`config.mk`:
```
export PLATFORM = sky130hd
export DESIGN_NAME = relu_maxpool
export DESIGN_NICKNAME = d
export VERILOG_FILES = /design/src/rtl/conv_pkg.sv /design/src/rtl/relu_maxpool_sat_u8.sv /design/src/rtl/relu_maxpool.sv
export SDC_FILE = /design/constraint.sdc
export NUM_CORES = 2
export LEC_CHECK = 0
export CELL_PAD_IN_SITES_DETAIL_PLACEMENT = 0
export CELL_PAD_IN_SITES_GLOBAL_PLACEMENT = 1
export CORE_MARGIN = 2
export CORE_UTILIZATION = 56
export DETAILED_ROUTE_END_ITERATION = 8
export PLACE_DENSITY = 0.79
export SLEW_MARGIN = 10
export SYNTH_ARGS = -nofsm -noshare
export SYNTH_HDL_FRONTEND = slang
export SYNTH_HIERARCHICAL = 1
export SYNTH_SLANG_ARGS = --single-unit
```
`constraint.sdc`:
```
create_clock -name clk -period 10.9 [get_ports clk]
set_input_delay 1.635 -clock clk [delete_from_list [all_inputs] [get_ports clk]]
set_output_delay 1.635 -clock clk [all_outputs]
set_load 0.01 [all_outputs]
```
`src/rtl/conv_pkg.sv`:
```
// Shared definitions for the conv / pooling pipeline stages:
// FSM state codes, datapath width and the unsigned 8-bit saturation helper.
package conv_pkg;

  localparam int DATA_W = 32;

  localparam logic [2:0] S_IDLE = 3'd0;
  localparam logic [2:0] S_F0   = 3'd1;
  localparam logic [2:0] S_F1   = 3'd2;
  localparam logic [2:0] S_F2   = 3'd3;
  localparam logic [2:0] S_F3   = 3'd4;
  localparam logic [2:0] S_F4   = 3'd5;
  localparam logic [2:0] S_WR   = 3'd6;
  localparam logic [2:0] S_DONE = 3'd7;

  // Clamp a signed value into 0..255 (negative -> 0, above 255 -> 255).
  function automatic logic [7:0] sat_to_u8(input logic signed [DATA_W-1:0] v);
    if (v < 0)
      return 8'd0;
    else if (v > 32'sd255)
      return 8'hFF;
    else
      return v[7:0];
  endfunction

endpackage

```
`src/rtl/relu_maxpool_sat_u8.sv`:
```
// Combinational clamp of a signed 32-bit value to the unsigned byte range.
module sat_u8
  import conv_pkg::*;
(
  input  logic signed [DATA_W-1:0] i_value,
  output logic        [7:0]        o_byte
);

  assign o_byte = sat_to_u8(i_value);

endmodule

```
`src/rtl/relu_maxpool.sv`:
```
// 2x2 stride-2 max pooling followed by ReLU, arithmetic-shift requantisation
// and u8 saturation. Reads conv results through a registered-read port and
// stores packed bytes in a local output memory with a combinational read.
module relu_maxpool
  import conv_pkg::*;
#(
  parameter int DSIZE = 256,
  parameter int AW    = $clog2(DSIZE) + 1
) (
  input  logic                     clk,
  input  logic                     rst_n,
  input  logic [7:0]               in_width,
  input  logic [7:0]               in_height,
  input  logic [4:0]               shift,
  input  logic                     start,
  output logic                     done,
  output logic [AW-1:0]            ci_addr,
  input  logic signed [DATA_W-1:0] ci_data,
  input  logic [AW-1:0]            mo_addr,
  output logic [DATA_W-1:0]        mo_data
);

  localparam int BW = $clog2(DSIZE);

  logic [2:0]               r_state;
  logic [2:0]               w_state_next;
  logic [7:0]               r_ox;
  logic [7:0]               r_oy;
  logic [7:0]               w_ox_next;
  logic [7:0]               w_oy_next;
  logic [7:0]               w_out_w;
  logic [7:0]               w_out_h;
  logic                     w_row_end;
  logic                     w_last;
  logic signed [DATA_W-1:0] r_max;
  logic signed [DATA_W-1:0] w_shifted;
  logic [7:0]               w_byte;
  logic [15:0]              r_pix;
  logic                     r_done;
  logic [AW-1:0]            r_ci_addr;
  logic [15:0]              w_row;
  logic [15:0]              w_col;

  // Control strobes decoded from the FSM
  logic                     w_start_op;
  logic                     w_load_first;
  logic                     w_update_max;
  logic                     w_write;
  logic                     w_drive_addr;
  logic                     w_dy;
  logic                     w_dx;

  logic [7:0]               r_mem [DSIZE];

  assign w_out_w   = in_width >> 1;
  assign w_out_h   = in_height >> 1;
  assign w_row_end = (r_ox == w_out_w - 8'd1);
  assign w_last    = w_row_end && (r_oy == w_out_h - 8'd1);

  // State register
  always_ff @(posedge clk or negedge rst_n) begin
    if (!rst_n)
      r_state <= S_IDLE;
    else
      r_state <= w_state_next;
  end

  // Next-state logic: five window cycles plus one write cycle per pixel
  always_comb begin
    w_state_next = r_state;
    case (r_state)
      S_IDLE: begin
        if (start)
          w_state_next = (w_out_w == 8'd0 || w_out_h == 8'd0) ? S_DONE : S_F0;
      end
      S_F0:   w_state_next = S_F1;
      S_F1:   w_state_next = S_F2;
      S_F2:   w_state_next = S_F3;
      S_F3:   w_state_next = S_F4;
      S_F4:   w_state_next = S_WR;
      S_WR:   w_state_next = w_last ? S_DONE : S_F0;
      S_DONE: w_state_next = S_IDLE;
      default: w_state_next = S_IDLE;
    endcase
  end

  // Output decode: datapath strobes and the window offset of the next fetch
  always_comb begin
    w_start_op   = (r_state == S_IDLE) && start;
    w_load_first = (r_state == S_F1);
    w_update_max = (r_state == S_F2) || (r_state == S_F3) || (r_state == S_F4);
    w_write      = (r_state == S_WR);
    w_drive_addr = (w_state_next == S_F0) || (w_state_next == S_F1) ||
                   (w_state_next == S_F2) || (w_state_next == S_F3);
    w_dy         = (w_state_next == S_F2) || (w_state_next == S_F3);
    w_dx         = (w_state_next == S_F1) || (w_state_next == S_F3);
  end

  // Pixel coordinate update: advance in WR, wrap at the row end
  always_comb begin
    w_ox_next = r_ox;
    w_oy_next = r_oy;
    if (w_start_op) begin
      w_ox_next = 8'd0;
      w_oy_next = 8'd0;
    end else if (w_write) begin
      if (w_row_end) begin
        w_ox_next = 8'd0;
        w_oy_next = r_oy + 8'd1;
      end else begin
        w_ox_next = r_ox + 8'd1;
      end
    end
  end

  // Input coordinates of the next fetch, in 16-bit arithmetic
  assign w_row = {7'd0, w_oy_next, 1'b0} + {15'd0, w_dy};
  assign w_col = {7'd0, w_ox_next, 1'b0} + {15'd0, w_dx};

  // Pixel counters and byte write pointer
  always_ff @(posedge clk or negedge rst_n) begin
    if (!rst_n) begin
      r_ox  <= 8'd0;
      r_oy  <= 8'd0;
      r_pix <= 16'd0;
    end else begin
      r_ox <= w_ox_next;
      r_oy <= w_oy_next;
      if (w_start_op)
        r_pix <= 16'd0;
      else if (w_write)
        r_pix <= r_pix + 16'd1;
    end
  end

  // Conv read address: loaded as each window fetch state is entered, held otherwise
  always_ff @(posedge clk or negedge rst_n) begin
    if (!rst_n)
      r_ci_addr <= '0;
    else if (w_drive_addr)
      r_ci_addr <= AW'(w_row * {8'd0, in_width} + w_col);
  end

  // Running signed maximum over the four window samples
  always_ff @(posedge clk or negedge rst_n) begin
    if (!rst_n)
      r_max <= '0;
    else if (w_load_first)
      r_max <= ci_data;
    else if (w_update_max && (ci_data > r_max))
      r_max <= ci_data;
  end

  // Completion flag: cleared on an accepted start, set when leaving DONE
  always_ff @(posedge clk or negedge rst_n) begin
    if (!rst_n)
      r_done <= 1'b0;
    else if (w_start_op)
      r_done <= 1'b0;
    else if (r_state == S_DONE)
      r_done <= 1'b1;
  end

  // Requantise; ReLU and the upper clamp both fall out of the u8 saturation
  assign w_shifted = r_max >>> shift;

  sat_u8 u_sat (
    .i_value (w_shifted),
    .o_byte  (w_byte)
  );

  // Output memory write, one byte per pooled pixel; contents survive reset
  always_ff @(posedge clk) begin
    if (w_write && (r_pix < 16'(DSIZE)))
      r_mem[r_pix[BW-1:0]] <= w_byte;
  end

  // Combinational word read; addresses past the array read as zero
  for (genvar gi = 0; gi < 4; gi++) begin : g_rd
    logic [AW-1:0] w_baddr;
    assign w_baddr = (mo_addr & ~AW'(3)) | AW'(gi);
    assign mo_data[8*gi +: 8] = (w_baddr < AW'(DSIZE)) ? r_mem[w_baddr[BW-1:0]] : 8'd0;
  end

  assign done    = r_done;
  assign ci_addr = r_ci_addr;

endmodule
```
# After elaboration in Yosys (flattened, before gate mapping)
# Memories as Yosys holds them, arrays and structs flattened.
# Index checks and enable logic that the tools add are counted.
# W data, S select, Z words.
[op_classes] add_sub_neg=8 multipliers=1 n_div=0 order_cmp=8 eq_ne=13 n_shift=1 muxes=24 bitwise_logic=0 n_reduce_logical=18
[ops] cell="$mux W8" n=12
[ops] cell="$mux W32" n=2
[ops] cell="$lt A9 B9 Y1 const B" n=4
[ops] cell="$gt A32 B32 Y1" n=1
[ops] cell="$gt A32 B9 Y1 const B" n=1
[ops] cell="$lt A32 B1 Y1 const B" n=1
[ops] cell="$mux W16" n=2
[ops] cell="$sshr A32 B5 Y32" n=1
[ops] cell="$pmux W3 S8" n=1
[ops] cell="$add A16 B1 Y16 const B" n=1
[ops] cell="$add A8 B1 Y8 const B" n=2
[ops] cell="$eq A8 B8 Y1" n=2
[ops] cell="$logic_not A8 Y1" n=2
[ops] cell="$lt A16 B9 Y1 const B" n=1
[ops] cell="$sub A7 B1 Y8 const B" n=2
[ops] cell="$eq A3 B3 Y1 const B" n=5
[ops] cell="$eq A3 B2 Y1 const B" n=4
[ops] cell="$add A9 B1 Y10" n=1
[ops] cell="$mul A10 B8 Y9" n=1
[ops] cell="$add A9 B1 Y9" n=1
[ops] cell="$add A9 B9 Y9" n=1
[ops] cell="$mux W3" n=3
[ops] cell="$logic_or A1 B1 Y1" n=8
[ops] cell="$eq A3 B1 Y1 const B" n=2
[ops] cell="other kinds (4)" n=12
[word_totals] ff_bits=77 latchBits=0 ramBits=2048 romBits=0 inputBits=65 output_inout_bits=42 wordCells=81 n_memories=1
[memory_table] memory="r_mem" depth=256 width=8 read_ports=4 rd_clocked_by_memory_dff=0 write_ports=1 line_no="relu_maxpool.sv:53" text="logic [7:0] r_mem [DSIZE];"

# Depth between registers and ports, before layout
[depth] word_depth=10 mapped_depth=27 mapped_depth_nobuf=25

# Hierarchy
# Netlist, hierarchy kept.
[by_module_without_submodules] module="relu_maxpool" instances=1 cells_per_inst=4286 area_per_inst_um2=87068.5 seq_area_each_um2=63425.8
[by_module_without_submodules] module="sat_u8" instances=1 cells_per_inst=27 area_per_inst_um2=206.4 seq_area_each_um2=0.0

# Worst setup path before layout
# No wires, ideal clock.
[synth_timing] kind="input to register" start="input shift[0]" end="memory r_mem[0][5] (data pin)" setup_ps=1576 arrival_ps=10559 required_time_ps=9324 setup_slack_ps=-1235 stages=12 n_path_buf=4 cell_sequence="buf_1 clkbuf_1 clkbuf_1 o21ai_0 o311ai_0 o21ai_0 o21ai_0 o21a_1 nor4_1 and4_1 buf_1 a21oi_1"
[synth_via] elab_chain_cells=4 word_cells_on_any_way=5 cone_classes="order compare: 2; shift: 1; mux: 2"
[synth_lines] element="from (decl)" line_no="relu_maxpool.sv:14" text="input logic [4:0] shift,"
[synth_lines] element="$sshr A32 B5 Y32 *" line_no="relu_maxpool.sv:165" text="assign w_shifted = r_max >>> shift;"
[synth_lines] element="net w_shifted[26]" line_no="relu_maxpool.sv:36" text="logic signed [DATA_W-1:0] w_shifted;"
[synth_lines] element="$gt A32 B9 Y1" line_no="conv_pkg.sv:20" text="else if (v > 32'sd255)"
[synth_lines] element="$mux W8" line_no="conv_pkg.sv:20"
[synth_lines] element="$mux W8 *" line_no="conv_pkg.sv:18" text="if (v < 0)"
[synth_lines] element="net w_byte[5]" line_no="relu_maxpool.sv:37" text="logic [7:0] w_byte;"
[synth_lines] element="to (decl)" line_no="relu_maxpool.sv:53"
# Mark *: on every way through the listed nets, which the timed path passes. The rest lies on a longest branch.

# Final worst setup path
[layout_timing] start="input in_width[1]" end="register r_ci_addr[8], in the netlist ci_addr[8]"
[layout_via] word_cells_on_any_way=28 cone_classes="add/sub: 4; mul: 1; eq/ne: 5; mux: 10; reduce/logical: 8"
[layout_lines] element="from (decl)" line_no="relu_maxpool.sv:12" text="input logic [7:0] in_width,"
[layout_lines] element="$sub A7 B1 Y8" line_no="relu_maxpool.sv:57" text="assign w_row_end = (r_ox == w_out_w - 8'd1);"
[layout_lines] element="$eq A8 B8 Y1" line_no="relu_maxpool.sv:57"
[layout_lines] element="$mux W8" line_no="relu_maxpool.sv:107" text="if (w_row_end) begin"
[layout_lines] element="$mux W8" line_no="relu_maxpool.sv:106" text="end else if (w_write) begin"
[layout_lines] element="$mux W8" line_no="relu_maxpool.sv:103" text="if (w_start_op) begin"
[layout_lines] element="net w_oy_next[3]" line_no="relu_maxpool.sv:30" text="logic [7:0] w_oy_next;"
[layout_lines] element="$add A9 B1 Y10" line_no="relu_maxpool.sv:117" text="assign w_row = {7'd0, w_oy_next, 1'b0} + {15'd0, w_dy};"
[layout_lines] element="$mul A10 B8 Y9" line_no="relu_maxpool.sv:141" text="r_ci_addr <= AW'(w_row * {8'd0, in_width} + w_col);"
[layout_lines] element="$add A9 B9 Y9" line_no="relu_maxpool.sv:141"
[layout_lines] element="to (signal assigned)" line_no="relu_maxpool.sv:141"
[layout_lines] element="to (decl)" line_no="relu_maxpool.sv:40" text="logic [AW-1:0] r_ci_addr;"
# The timed path passes the listed nets, and every way through them passes these cells.
# A chain may end at the register's enable or synchronous reset.

==> qor.yml <==
ios: 107
synth-main-ff-cell: "edfxtp_1"
power_density_nw_per_um2: 211
yosysUniqueCellTypes: 65
finalSetupTns_ns: 0
pwr-share-seq_pct: 50.8
antenna_found_initial: 0
total_leakage_power_uw: 0.0309
power_uw: 20400
finalSetupViolCount: 0
h-tree-depth: 4
hpwl_um: 114000
slew-limit-headroom_pct: 12.8
worstPathRequired_ns: 11.62
cts_resized: 0
cts_setup_buffers: 0
io_buffers: 103
ir_worst_vdd_mv: 0.184
insertion_delay_ns: 0.83
criticalPathCategory: "in -> reg"
drt_iter0_markers: 4151
endpoint_kind: "register"
areaGrowthSynthToFinish_pct: 11.3
cts.path.max_buffers: 3
ys_seq_area_share_pct: 72.7
synth-edff-count: 2048
core_sq_um: 154000
start_util_pct: 56.5
slew_viol_final: 0
worst_pin_slew_ns: 1.31
ant_nets: 0
p_int_uw: 15000
cts_hold_buf: 0
grt_max_degree: 217
hp-class: "reg -> reg"
rsz0062_at_grt: "false"
finalHoldViolCount: 0
cts_tree: "yes"
die_x_um: 399
p_comb_share_pct: 15.6
cpPeakStageDelay_ns: 0.67
p_sw_uw: 5460
vias: 42700
clkTransAtPathRegs_ns: 0.06
numPlacedInstances: 6269
cap_violations: 0
wl_per_cell_um: 29.2
layout.nets: 4580
crit_chain: "clkdlybuf4s50_1 > or4_4 > or4b_1 > a211o_1 > a2111o_1 > or3_1 > a21oi_1 > nand2_1 > fa_1 > inv_1 > fa_1 > ha_1 > inv_1 > fa_1 > inv_1 > ha_1 > a21o_1 > a21oi_1 > o21ai_0 > xnor2_1 > xnor2_1 > xor3_1 > xor3_1 > mux2_2"
grt-ovfl-total: 0
grt_pass1_vias: 43000
synth.avg_cell_area_sq_um: 20.2
grt_pass1_wl_um: 289000
synth_fp_nets: 4462
vias_per_cell: 6.42
skew_ns: 0.0349
cp_max_fo: 16
clock.fmax_mhz: 115
wl_um: 194000
clkSinkCount: 2125
drive_above_1_share_pct: 23.5
slowest_stage: "clkdlybuf4s50_1"
cts_root_buf: "clkbuf_16"
critPathArrivalTime_ns: 9.40
async_flop_share_pct: 3.62
status: "finished, final reports clean"
netlist_area_sq_um: 87300
die-area_sq_um: 159000
drcViolationCount: 0
p_clk_share_pct: 33.6
period_share_pct: 79.7
p_sw_share_pct: 26.7
period_needed_ns: 8.69
grt.total_usage_pct: 24.8
gp_congestion: 0.817
fin_cells: 6651
netlist_instances: 4313
numCtsBuffers: 204
ys_ff_latch: 2125
critPathLaunchType: "primary input"
rows: 144
antenna_cells: 0
yosysWarnings: 6
drt_pre_antenna_iters: 5
fp.dieH_um: 399
-- sequential cells by signal (all words and copies together), names as in the netlist --
signal   cells
ci_addr      9
done         1
r_max       32
r_mem     2048
r_ox         8
r_oy         8
r_pix       16
r_state      3
-- through the flow --
step                      instance area (sq um)  hold WS, ns  setup WS [ns]  utilization (%)
after detailed placement                  90600        0.484           1.32             58.7
after CTS                                 97100        0.501           2.20             62.9
after floorplan                           87300        0.506          -1.23                -
final                                     97100        0.494           2.21             62.9
after global routing                      97100        0.519           1.88             62.9
after global placement                    90600        0.483           1.37             58.7
-- area by class of cell --
class,count,area (sq um)
clock buffer,261,5430
clock inverter,121,1070
fill,10300,57300
inverter,89,334
multi-input combinational,1833,22600
sequential,2125,63400
tap,2044,2560
timing repair buffer,178,1730
-- synth_stat cells, types with 7 or more instances --
cell         n  share of area (%)
or2_2        7              0.050
nor3_2       8              0.092
o21ai_0     50               0.29
nand2_1    147               0.63
nor3_1      45               0.26
nor4_1       8              0.057
inv_1       87               0.37
nor2b_1     40               0.29
nor2_1     312                1.3
a21o_1      50               0.43
xnor2_1     25               0.25
xor2_1      26               0.26
mux2i_1     45               0.52
o21ai_1      7              0.040
nand4_1     11              0.079
mux4_2     674                 17
nand3_1     17              0.097
ha_1        59               0.85
and2_1      17               0.12
dfrtp_1     77                2.2
clkbuf_1   192               0.83
a21oi_1     81               0.46
a211oi_1    63               0.54
buf_1       67               0.29
edfxtp_1  2048                 70
mux2_2       7              0.090
fa_1        25               0.57
o31ai_1     36               0.31
-- critical path: cells and delay by family --
kind,cells,cell delay (ns)
adder cells (fa/ha/maj),5,2.00
multiplexers,1,0.26
AO/OA/AOI/OAI,6,1.94
buffers and inverters,4,0.82
XOR/XNOR,4,1.05
AND/OR/NAND/NOR,4,1.66
-- power by group through the flow --
stage / Clock, uW / Sequential (uW) / Combinational [uW]
floorplan: 0 / 11000 / 1890
global placement: 0 / 10500 / 3120
detailed placement: 0 / 10500 / 3230
CTS: 6960 / 10400 / 3230
global route: 7260 / 10400 / 3510
finish: 6880 / 10400 / 3190
-- cells by family after synthesis --
group	count (synthesis)	synth area share, %
buffers and inverters	355	1.56
and+or+nand+nor	642	3.28
AOI/OAI and AO/OA	322	2.41
muxes	731	18.1
DFF	2125	72.7
xor gates and xnor gates	54	0.592
adders and majority gates	84	1.42
-- worst paths after layout --
kind                       slack [ns]  depth (start not counted)                     end              startpoint
setup / recovery                 2.21                         24  ci_addr[8]$_DFFE_PN0P_             in_width[1]
hold / removal                   0.49                          1  ci_addr[0]$_DFFE_PN0P_  ci_addr[0]$_DFFE_PN0P_
setup reg to reg                 3.46                         24  ci_addr[8]$_DFFE_PN0P_    r_state[0]$_DFF_PN0_
hold reg to reg                  0.49                          1  ci_addr[0]$_DFFE_PN0P_  ci_addr[0]$_DFFE_PN0P_
max in group asynchronous        9.00                          2       r_ox[0]$_DFF_PN0_                   rst_n
min in group asynchronous        0.65                          1   r_max[11]$_DFFE_PN0P_                   rst_n
-- layer usage --
layer  track usage [%]  up-vias  share of wire, %
li1                  -    18000                 -
met1              37.1    22600                42
met2              38.7     1834                48
met3              4.08      278               7.7
met4              6.64        0               2.4
met5                 0        -                 0
-- cell usage in the layout, fill, tap and decap left out, types with 50 or more instances in the layout --
cell type,n
clkdlybuf4s50_1,94
edfxtp_1,2048
dfrtp_1,77
ha_1,59
nor2_1,312
clkbuf_1,50
a21oi_1,73
inv_1,87
buf_4,66
a21o_1,50
a211oi_1,63
mux4_2,674
o21ai_0,50
nand2_1,147
clkbuf_16,208
Note: power is estimated with default switching activity, not from simulation.
